### src/rtl/pipe_hazard_ctrl.sv
// Five-stage pipeline sequencing controller: load-use stalls, MEM-resolved
// redirects and data-memory waits with a watchdog, plus saturating statistics.
module pipe_hazard_ctrl #(
  parameter int unsigned WAIT_LIMIT = 255
) (
  input  logic        clk,
  input  logic        rst,
  input  logic [4:0]  Rs_Id,
  input  logic [4:0]  Rt_Id,
  input  logic        Use_Rs_Id,
  input  logic        Use_Rt_Id,
  input  logic [4:0]  Reg_Target_Ex,
  input  logic        MemToReg_Ex,
  input  logic        RegWr_Ex,
  input  logic        Redirect_Mem,
  input  logic        Mem_Req,
  input  logic        Mem_Ready,
  output logic        PC_Wr,
  output logic        IF_ID_Wr,
  output logic        IF_ID_Flush,
  output logic        ID_EX_Wr,
  output logic        ID_EX_Flush,
  output logic        EX_MEM_Wr,
  output logic        EX_MEM_Flush,
  output logic        MEM_WB_Flush,
  output logic [15:0] Stall_Cnt,
  output logic [15:0] Flush_Cnt,
  output logic        Mem_Timeout
);

  localparam int unsigned WAIT_W = 8;
  localparam int unsigned CNT_W  = 16;
  localparam logic [WAIT_W-1:0] LIMIT   = WAIT_W'(WAIT_LIMIT);
  localparam logic [CNT_W-1:0]  CNT_MAX = {CNT_W{1'b1}};

  typedef enum logic [1:0] {RUN, MEM_WAIT, HALT} state_t;

  state_t            state_q, state_d;
  logic [WAIT_W-1:0] wait_q, wait_d;
  logic              mem_miss;
  logic              load_use;
  logic              freeze;
  logic              redirect_taken;
  logic              timeout_set;

  assign mem_miss = Mem_Req & ~Mem_Ready;
  assign load_use = MemToReg_Ex & RegWr_Ex & (Reg_Target_Ex != 5'd0) &
                    ((Use_Rs_Id & (Rs_Id == Reg_Target_Ex)) |
                     (Use_Rt_Id & (Rt_Id == Reg_Target_Ex)));

  // Next-state and Mealy control outputs
  always_comb begin
    state_d        = state_q;
    wait_d         = wait_q;
    freeze         = 1'b0;
    timeout_set    = 1'b0;
    redirect_taken = 1'b0;
    PC_Wr          = 1'b1;
    IF_ID_Wr       = 1'b1;
    IF_ID_Flush    = 1'b0;
    ID_EX_Wr       = 1'b1;
    ID_EX_Flush    = 1'b0;
    EX_MEM_Wr      = 1'b1;
    EX_MEM_Flush   = 1'b0;
    MEM_WB_Flush   = 1'b0;

    unique case (state_q)
      RUN: begin
        if (mem_miss) begin
          freeze  = 1'b1;
          state_d = MEM_WAIT;
          wait_d  = WAIT_W'(1);
        end
      end
      MEM_WAIT: begin
        if (!Mem_Ready) begin
          freeze = 1'b1;
          // Ready arriving in the limit cycle is still a release
          if (wait_q == LIMIT) begin
            state_d     = HALT;
            timeout_set = 1'b1;
          end else begin
            wait_d = wait_q + WAIT_W'(1);
          end
        end else begin
          state_d = RUN;
          wait_d  = '0;
        end
      end
      HALT: freeze = 1'b1;
      default: begin
        state_d = RUN;
        wait_d  = '0;
      end
    endcase

    if (rst) begin
      state_d        = RUN;
      wait_d         = '0;
      timeout_set    = 1'b0;
      PC_Wr          = 1'b0;
      IF_ID_Wr       = 1'b0;
      IF_ID_Flush    = 1'b1;
      ID_EX_Wr       = 1'b0;
      ID_EX_Flush    = 1'b1;
      EX_MEM_Wr      = 1'b0;
      EX_MEM_Flush   = 1'b1;
      MEM_WB_Flush   = 1'b1;
    end else if (freeze) begin
      PC_Wr        = 1'b0;
      IF_ID_Wr     = 1'b0;
      ID_EX_Wr     = 1'b0;
      EX_MEM_Wr    = 1'b0;
      MEM_WB_Flush = 1'b1;
    end else if (Redirect_Mem) begin
      redirect_taken = 1'b1;
      IF_ID_Flush    = 1'b1;
      ID_EX_Flush    = 1'b1;
      EX_MEM_Flush   = 1'b1;
    end else if (load_use) begin
      PC_Wr       = 1'b0;
      IF_ID_Wr    = 1'b0;
      ID_EX_Flush = 1'b1;
    end
  end

  // State, wait counter and saturating statistics
  always_ff @(posedge clk or posedge rst) begin
    if (rst) begin
      state_q     <= RUN;
      wait_q      <= '0;
      Stall_Cnt   <= '0;
      Flush_Cnt   <= '0;
      Mem_Timeout <= 1'b0;
    end else begin
      state_q <= state_d;
      wait_q  <= wait_d;
      if (!PC_Wr && (Stall_Cnt != CNT_MAX)) Stall_Cnt <= Stall_Cnt + CNT_W'(1);
      if (redirect_taken && (Flush_Cnt != CNT_MAX)) Flush_Cnt <= Flush_Cnt + CNT_W'(1);
      if (timeout_set) Mem_Timeout <= 1'b1;
    end
  end

endmodule

### config.mk
export PLATFORM = sky130hd
export DESIGN_NAME = pipe_hazard_ctrl
export DESIGN_NICKNAME = d
export VERILOG_FILES = /design/src/rtl/pipe_hazard_ctrl.sv
export SDC_FILE = /design/constraint.sdc
export NUM_CORES = 1
export LEC_CHECK = 0
export BUFFER_PORTS_ARGS = -buffer_cell sky130_fd_sc_hd__buf_2
export CORE_MARGIN = 2
export CORE_UTILIZATION = 52
export DETAILED_ROUTE_END_ITERATION = 8
export HOLD_SLACK_MARGIN = 0.05
export PLACE_DENSITY = 0.86
export SLEW_MARGIN = 20
export SYNTH_ARGS = -nofsm -noshare
export SYNTH_HDL_FRONTEND = slang
export SYNTH_SLANG_ARGS = --single-unit
### constraint.sdc
create_clock -name clk -period 3.9 [get_ports clk]
set_clock_uncertainty 0.1 [all_clocks]
set_input_delay 0.975 -clock clk [delete_from_list [all_inputs] [get_ports clk]]
set_output_delay 0.975 -clock clk [all_outputs]
set_load 0.02 [all_outputs]
==> reports/qor.yml, run 1 <==
rr_worst_depth: 6
drt-initial-drc-count: 77
finalWeightedCongestion: 0.815
die_width_microns: 70.1
die_height_microns: 70.1
synth_area_sq_mm: 0.00227
clk_root_buffer_cell: "sky130_fd_sc_hd__clkbuf_8"
clk_latency_ns: 0.28
drt_pre_antenna_iters: 4
hold_class: "flip-flop to flip-flop"
timing.critical_path.slowest_stage_cell: "sky130_fd_sc_hd__or4_1"
clock_path_buffers: 2
top_level_ports: 65
route.detailed.wl_per_inst_microns: 13.3
viasPerCell: 5.42
maxCapViolations: 0
synth_ff_type: "sky130_fd_sc_hd__dfrtp_1"
crit_arrival_ns: 2.43
worstPathRequired_ns: 2.82
ir_drop_v: 0.000366
timing_hold_violations_final: 0
number_of_stages_on_the_worst_hold_path: 1
power_leakage_nw: 1.28
synth_simple_gate_area_share: 0.237
cp_cell_instances: "buf_2 > or4_1 > nor2_1 > nor2_1 > a31oi_1 > buf_2"
worst_setup_path_end_kind: "primary output"
port-buffer-count: 64
postSynthRegisterBits: 43
effective_utilization_at_floorplan: 0.529
post_cts_resize_count: 0
cp_top_family: "simple AND/OR/NAND/NOR gates"
global_route_wire_length_before_repair_mm: 7.60
synth.lib_cells_used.distinct: 38
grtUsageTotal: 0.194
antennaDiodeCount: 0
via_count_of_the_first_global_routing_pass: 1680
whs_endpoint: "Mem_Timeout"
sequential_fraction_of_the_synthesis_area: 0.474
share_of_cell_area_taken_by_muxes_after_synthesis: 0.00496
report.final.setup_viol: 0
max-slew-margin-rel: 0.640
synth_area_per_cell_sq_um: 10.0
totalNegativeSetupSlack_ns: 0
final_antenna_violating_net_count: 0
synthesis.yosys.warnings: 0
cts-htree-levels: 2
critical_path_start_type: "input pin"
floorplan.rows: 24
postCtsHoldBufs: 0
max_clock_freq_ghz: 0.285
run_status: "completed"
tritoncts_num_sinks: 43
yosys.area_share.xor_xnor: 0.170
r2r_start: "state_q[1]"
antenna_found_initial: 0
r2r_slack_ns: 1.63
dominant_combinational_cell_family_by_area_after_synthesis: "simple AND/OR/NAND/NOR gates"
cp_slowest_stage_delay_ns: 0.52
synth_enable_flop_cells: 0
dp_worst_setup_slack_ns: 0.414
post-dp-hpwl_mm: 3.50
route.detailed.drc: 0
detailroute.via_count: 1870
min_period_over_period: 0.900
grt_setup_unrepaired: "no"
synth-async-reset-ratio: 1.00
worstReg2RegEnd: "wait_q[6]"
final_critical_path_setup_slack_ns: 0.391
total_power_w: 0.00124
final_cell_mix: "sky130_fd_sc_hd__buf_2, sky130_fd_sc_hd__dfrtp_1, sky130_fd_sc_hd__xnor2_1"
critical_path_buf_inv_count: 2
nets: 321
min_from: "Mem_Timeout"
maximum_fanout_along_the_worst_path: 4
grt_max_degree: 46
fp.dieArea_sq_mm: 0.00491
cts.repair_timing.setup_buffer_count: 0
syn_nets: 254
criticalPathCategory: "input pin to primary output"
timing.final.max_slew_violations: 0
synth_fa_ha_area_frac: 0.0165
layout-area-overhead-vs-synth_pct: 19.3
cts_tree: "done"
synth_cells: 227
tightestPinTransition_ns: 0.537
fin_util: 0.631
pwr_density_cell_mw_per_mm2: 457
globalRouteOverflowTotal: 0
worst_setup_hold_path_clk_slew_ns: 0.07
synth_compound_gate_area_share: 0.0760
post_route_cells_drive_above_1_share: 0.276
min_period_ns: 3.51
core-area_sq_mm: 0.00429
detail_route.wirelength_mm: 4.60
most_common_cell_after_layout_fill_and_taps_aside: "sky130_fd_sc_hd__buf_2"
tritoncts.num_buffers: 5
-- per-stage QoR --
stage,hold slack [ns],cells,instance area (sq um)
3_3_place_gp,0.349,339,2640
6_report,0.374,345,2710
4_1_cts,0.378,345,2710
2_1_floorplan,0.350,227,2270
5_1_grt,0.399,345,2710
3_5_place_dp,0.362,339,2640
-- worst max-delay path by stage --
stage,start,cells past startpoint,slack [ns],to
after CTS,Reg_Target_Ex[1],6,0.41,IF_ID_Wr
final,Reg_Target_Ex[1],6,0.39,IF_ID_Wr
after global routing,Reg_Target_Ex[1],6,0.28,IF_ID_Wr
after detailed placement,Reg_Target_Ex[1],6,0.41,IF_ID_Wr
after floorplan,rst,4,0.19,PC_Wr
after global placement,Reg_Target_Ex[1],6,0.45,IF_ID_Wr
-- Yosys cell counts, types with 5 or more instances --
master                    number  area (sq um)
sky130_fd_sc_hd__inv_1         5          18.8
sky130_fd_sc_hd__nand3_1      12          60.1
sky130_fd_sc_hd__xnor2_1      35           307
sky130_fd_sc_hd__nand4_1      16           100
sky130_fd_sc_hd__nand2_1      32           120
sky130_fd_sc_hd__o21ai_0       7          35.0
sky130_fd_sc_hd__nor2_1       20          75.1
sky130_fd_sc_hd__xor2_1        9          78.8
sky130_fd_sc_hd__and3_1        6          37.5
sky130_fd_sc_hd__dfrtp_1      43          1080
-- per-layer routing --
layer / vias to the layer above / track usage / wire length (microns)
li1: 928 / - / -
met1: 885 / 0.259 / 2020
met2: 55 / 0.309 / 2280
met3: 2 / 0.0404 / 260
met4: 0 / 0.0769 / 36
met5: - / 0 / 0
-- power breakdown --
part	switching [W]	leakage (nW)	internal, W
Combinational	0.000217	0.673	0.000146
Clock	0.000134	0.0371	0.000119
Sequential	0.000104	0.570	0.000517
-- registers in the layout, indices dropped and copies added, names as in the netlist --
register     flops
Flush_Cnt       16
Mem_Timeout      1
Stall_Cnt       16
state_q          2
wait_q           8
-- area by class of cell --
class,count,area (sq um)
inverter,5,22.5
clock buffer,6,72.6
timing repair buffer,65,328
fill,366,1590
sequential,43,1080
multi-input combinational,174,1140
tap,52,65.1
-- logic make-up after synthesis --
group | after synthesis
AOI/OAI and AO/OA | 21
xor gates and xnor gates | 44
adders and majority gates | 3
buffers and inverters | 10
DFF | 43
muxes | 1
and+or+nand+nor | 105
Note: power is estimated with default switching activity, not from simulation.
==> inputs of run 2 (changes only) <==
--- a/config.mk
+++ b/config.mk
@@ -11,6 +11,7 @@
 export DETAILED_ROUTE_END_ITERATION = 8
 export HOLD_SLACK_MARGIN = 0.05
 export PLACE_DENSITY = 0.86
+export REMOVE_ABC_BUFFERS = 1
 export SLEW_MARGIN = 20
 export SYNTH_ARGS = -nofsm -noshare
 export SYNTH_HDL_FRONTEND = slang
==> reports/qor.yml, run 2 (synthesized netlist as in run 1, its figures left out) <==
drt_pre_antenna_iters: 4
whs_ns: 0.365
clk_root_buffer_cell: "sky130_fd_sc_hd__clkbuf_8"
timing_hold_violations_final: 0
min_from: "Mem_Timeout"
final_cell_mix: "sky130_fd_sc_hd__buf_2, sky130_fd_sc_hd__dfrtp_1, sky130_fd_sc_hd__xnor2_1"
globalRouteOverflowTotal: 0
worst_setup_hold_path_clk_slew_ns: 0.07
fp.dieArea_sq_mm: 0.00491
internal_power_component_w: 0.000781
worstReg2RegEnd: "Stall_Cnt[1]"
most_common_cell_after_layout_fill_and_taps_aside: "sky130_fd_sc_hd__buf_2"
postCtsHoldBufs: 0
post-dp-hpwl_mm: 3.43
effective_utilization_at_floorplan: 0.529
detailroute.via_count: 1876
route.detailed.wl_per_inst_microns: 13.0
totalNegativeSetupSlack_ns: 0
r2r_slack_ns: 1.68
min_period_ns: 3.47
core-area_sq_mm: 0.00429
seq_power_share: 0.504
rr_worst_depth: 7
grt_max_degree: 46
cts-htree-levels: 2
criticalPathCategory: "input pin to primary output"
tightestPinTransition_ns: 0.550
ir_drop_v: 0.000366
wl_met3_microns: 186
power_frac_comb: 0.291
timing.final.max_slew_violations: 0
maxCapViolations: 0
run_status: "completed"
worstPathRequired_ns: 2.82
largest_registers: "Flush_Cnt: 16 flops, Stall_Cnt: 16 flops, wait_q: 8 flops"
drt-initial-drc-count: 79
r2r_start: "state_q[1]"
clock_path_buffers: 2
power_leakage_nw: 1.28
max_clock_freq_ghz: 0.288
number_of_stages_on_the_worst_hold_path: 1
clk_latency_ns: 0.28
top_level_ports: 65
swShare: 0.365
min_period_over_period: 0.890
crit_arrival_ns: 2.39
total_routed_wire_length_on_the_met1_layer_mm: 2.00
routed-wl-met2_mm: 2.26
finalWeightedCongestion: 0.835
maximum_fanout_along_the_worst_path: 4
whs_endpoint: "Mem_Timeout"
cts.repair_timing.setup_buffer_count: 0
viasPerCell: 5.44
route.detailed.drc: 0
tritoncts_num_sinks: 43
nFillCells: 363
hold_class: "flip-flop to flip-flop"
post_route_cells_drive_above_1_share: 0.273
die_width_microns: 70.1
antennaDiodeCount: 0
fin_util: 0.630
antenna_found_initial: 0
route.top_layer_used: "met4"
layout-area-overhead-vs-synth_pct: 19.1
post_cts_resize_count: 0
report.final.setup_viol: 0
total_switching_power_w: 0.000448
via_count_of_the_first_global_routing_pass: 1808
port-buffer-count: 64
max-slew-margin-rel: 0.633
grt_setup_unrepaired: "no"
nets: 321
worst_setup_path_end_kind: "primary output"
global_route_wire_length_before_repair_mm: 8.01
floorplan.rows: 24
clockPowerShare: 0.204
critical_path_start_type: "input pin"
tritoncts.num_buffers: 5
die_height_microns: 70.1
detail_route.wirelength_mm: 4.47
final_antenna_violating_net_count: 0
cts_tree: "done"
pwr_density_cell_mw_per_mm2: 455
grtUsageTotal: 0.197
## run 2: cell types whose count changed in the layout (fill, tap and decap cells not counted), sizes merged
cell | before | now
clkinv | 0 | 1
clkinvlp | 1 | 0
## run 2: how the worst max path moves through the flow
stage                startpoint  endpoint  cells past startpoint
2_1_floorplan               rst  IF_ID_Wr                      3
3_3_place_gp   Reg_Target_Ex[1]  IF_ID_Wr                      6
3_5_place_dp   Reg_Target_Ex[1]     PC_Wr                      6
4_1_cts        Reg_Target_Ex[1]     PC_Wr                      6
5_1_grt        Reg_Target_Ex[1]     PC_Wr                      6
6_report       Reg_Target_Ex[1]     PC_Wr                      6
## run 2: cell type report
class / count / area (sq um) / share of cell area
well taps: 52 / 65.1 / 0.0241
clock buffers: 6 / 72.6 / 0.0268
multi-input cells: 174 / 1140 / 0.423
flip-flops and latches: 43 / 1080 / 0.398
repair buffers: 65 / 328 / 0.121
inverters: 5 / 18.8 / 0.00694
## run 2: per-layer routing
layer  track usage  up-vias
li1              -      922
met1         0.273      909
met2         0.320       43
met3        0.0361        2
met4        0.0513        0
met5             0        -
## run 2: per-stage QoR
step | instance area, sq um | setup slack [ns] | power [W] | instances
after global placement | 2630 | 0.455 | 0.000980 | 339
after detailed placement | 2630 | 0.446 | 0.000990 | 339
final | 2710 | 0.430 | 0.00123 | 345
after CTS | 2710 | 0.436 | 0.00125 | 345
after floorplan | 2240 | -0.422 | 0.000854 | 222
after global routing | 2710 | 0.325 | 0.00131 | 345
## run 2: worst max-delay path, stage by stage
cell and delay [ns]:
sky130_fd_sc_hd__buf_2 0.13, sky130_fd_sc_hd__or4_1 0.51, sky130_fd_sc_hd__nor2_1 0.15, sky130_fd_sc_hd__nor2_1 0.08, sky130_fd_sc_hd__a31oi_1 0.32, sky130_fd_sc_hd__buf_2 0.24
## run 2: power groups by stage
stage	Sequential, W	Combinational (W)	Clock, W
2_1_floorplan	0.000694	0.000159	0
3_5_place_dp	0.000629	0.000361	0
6_report	0.000620	0.000358	0.000251
5_1_grt	0.000636	0.000394	0.000277
4_1_cts	0.000620	0.000362	0.000265
3_3_place_gp	0.000625	0.000355	0
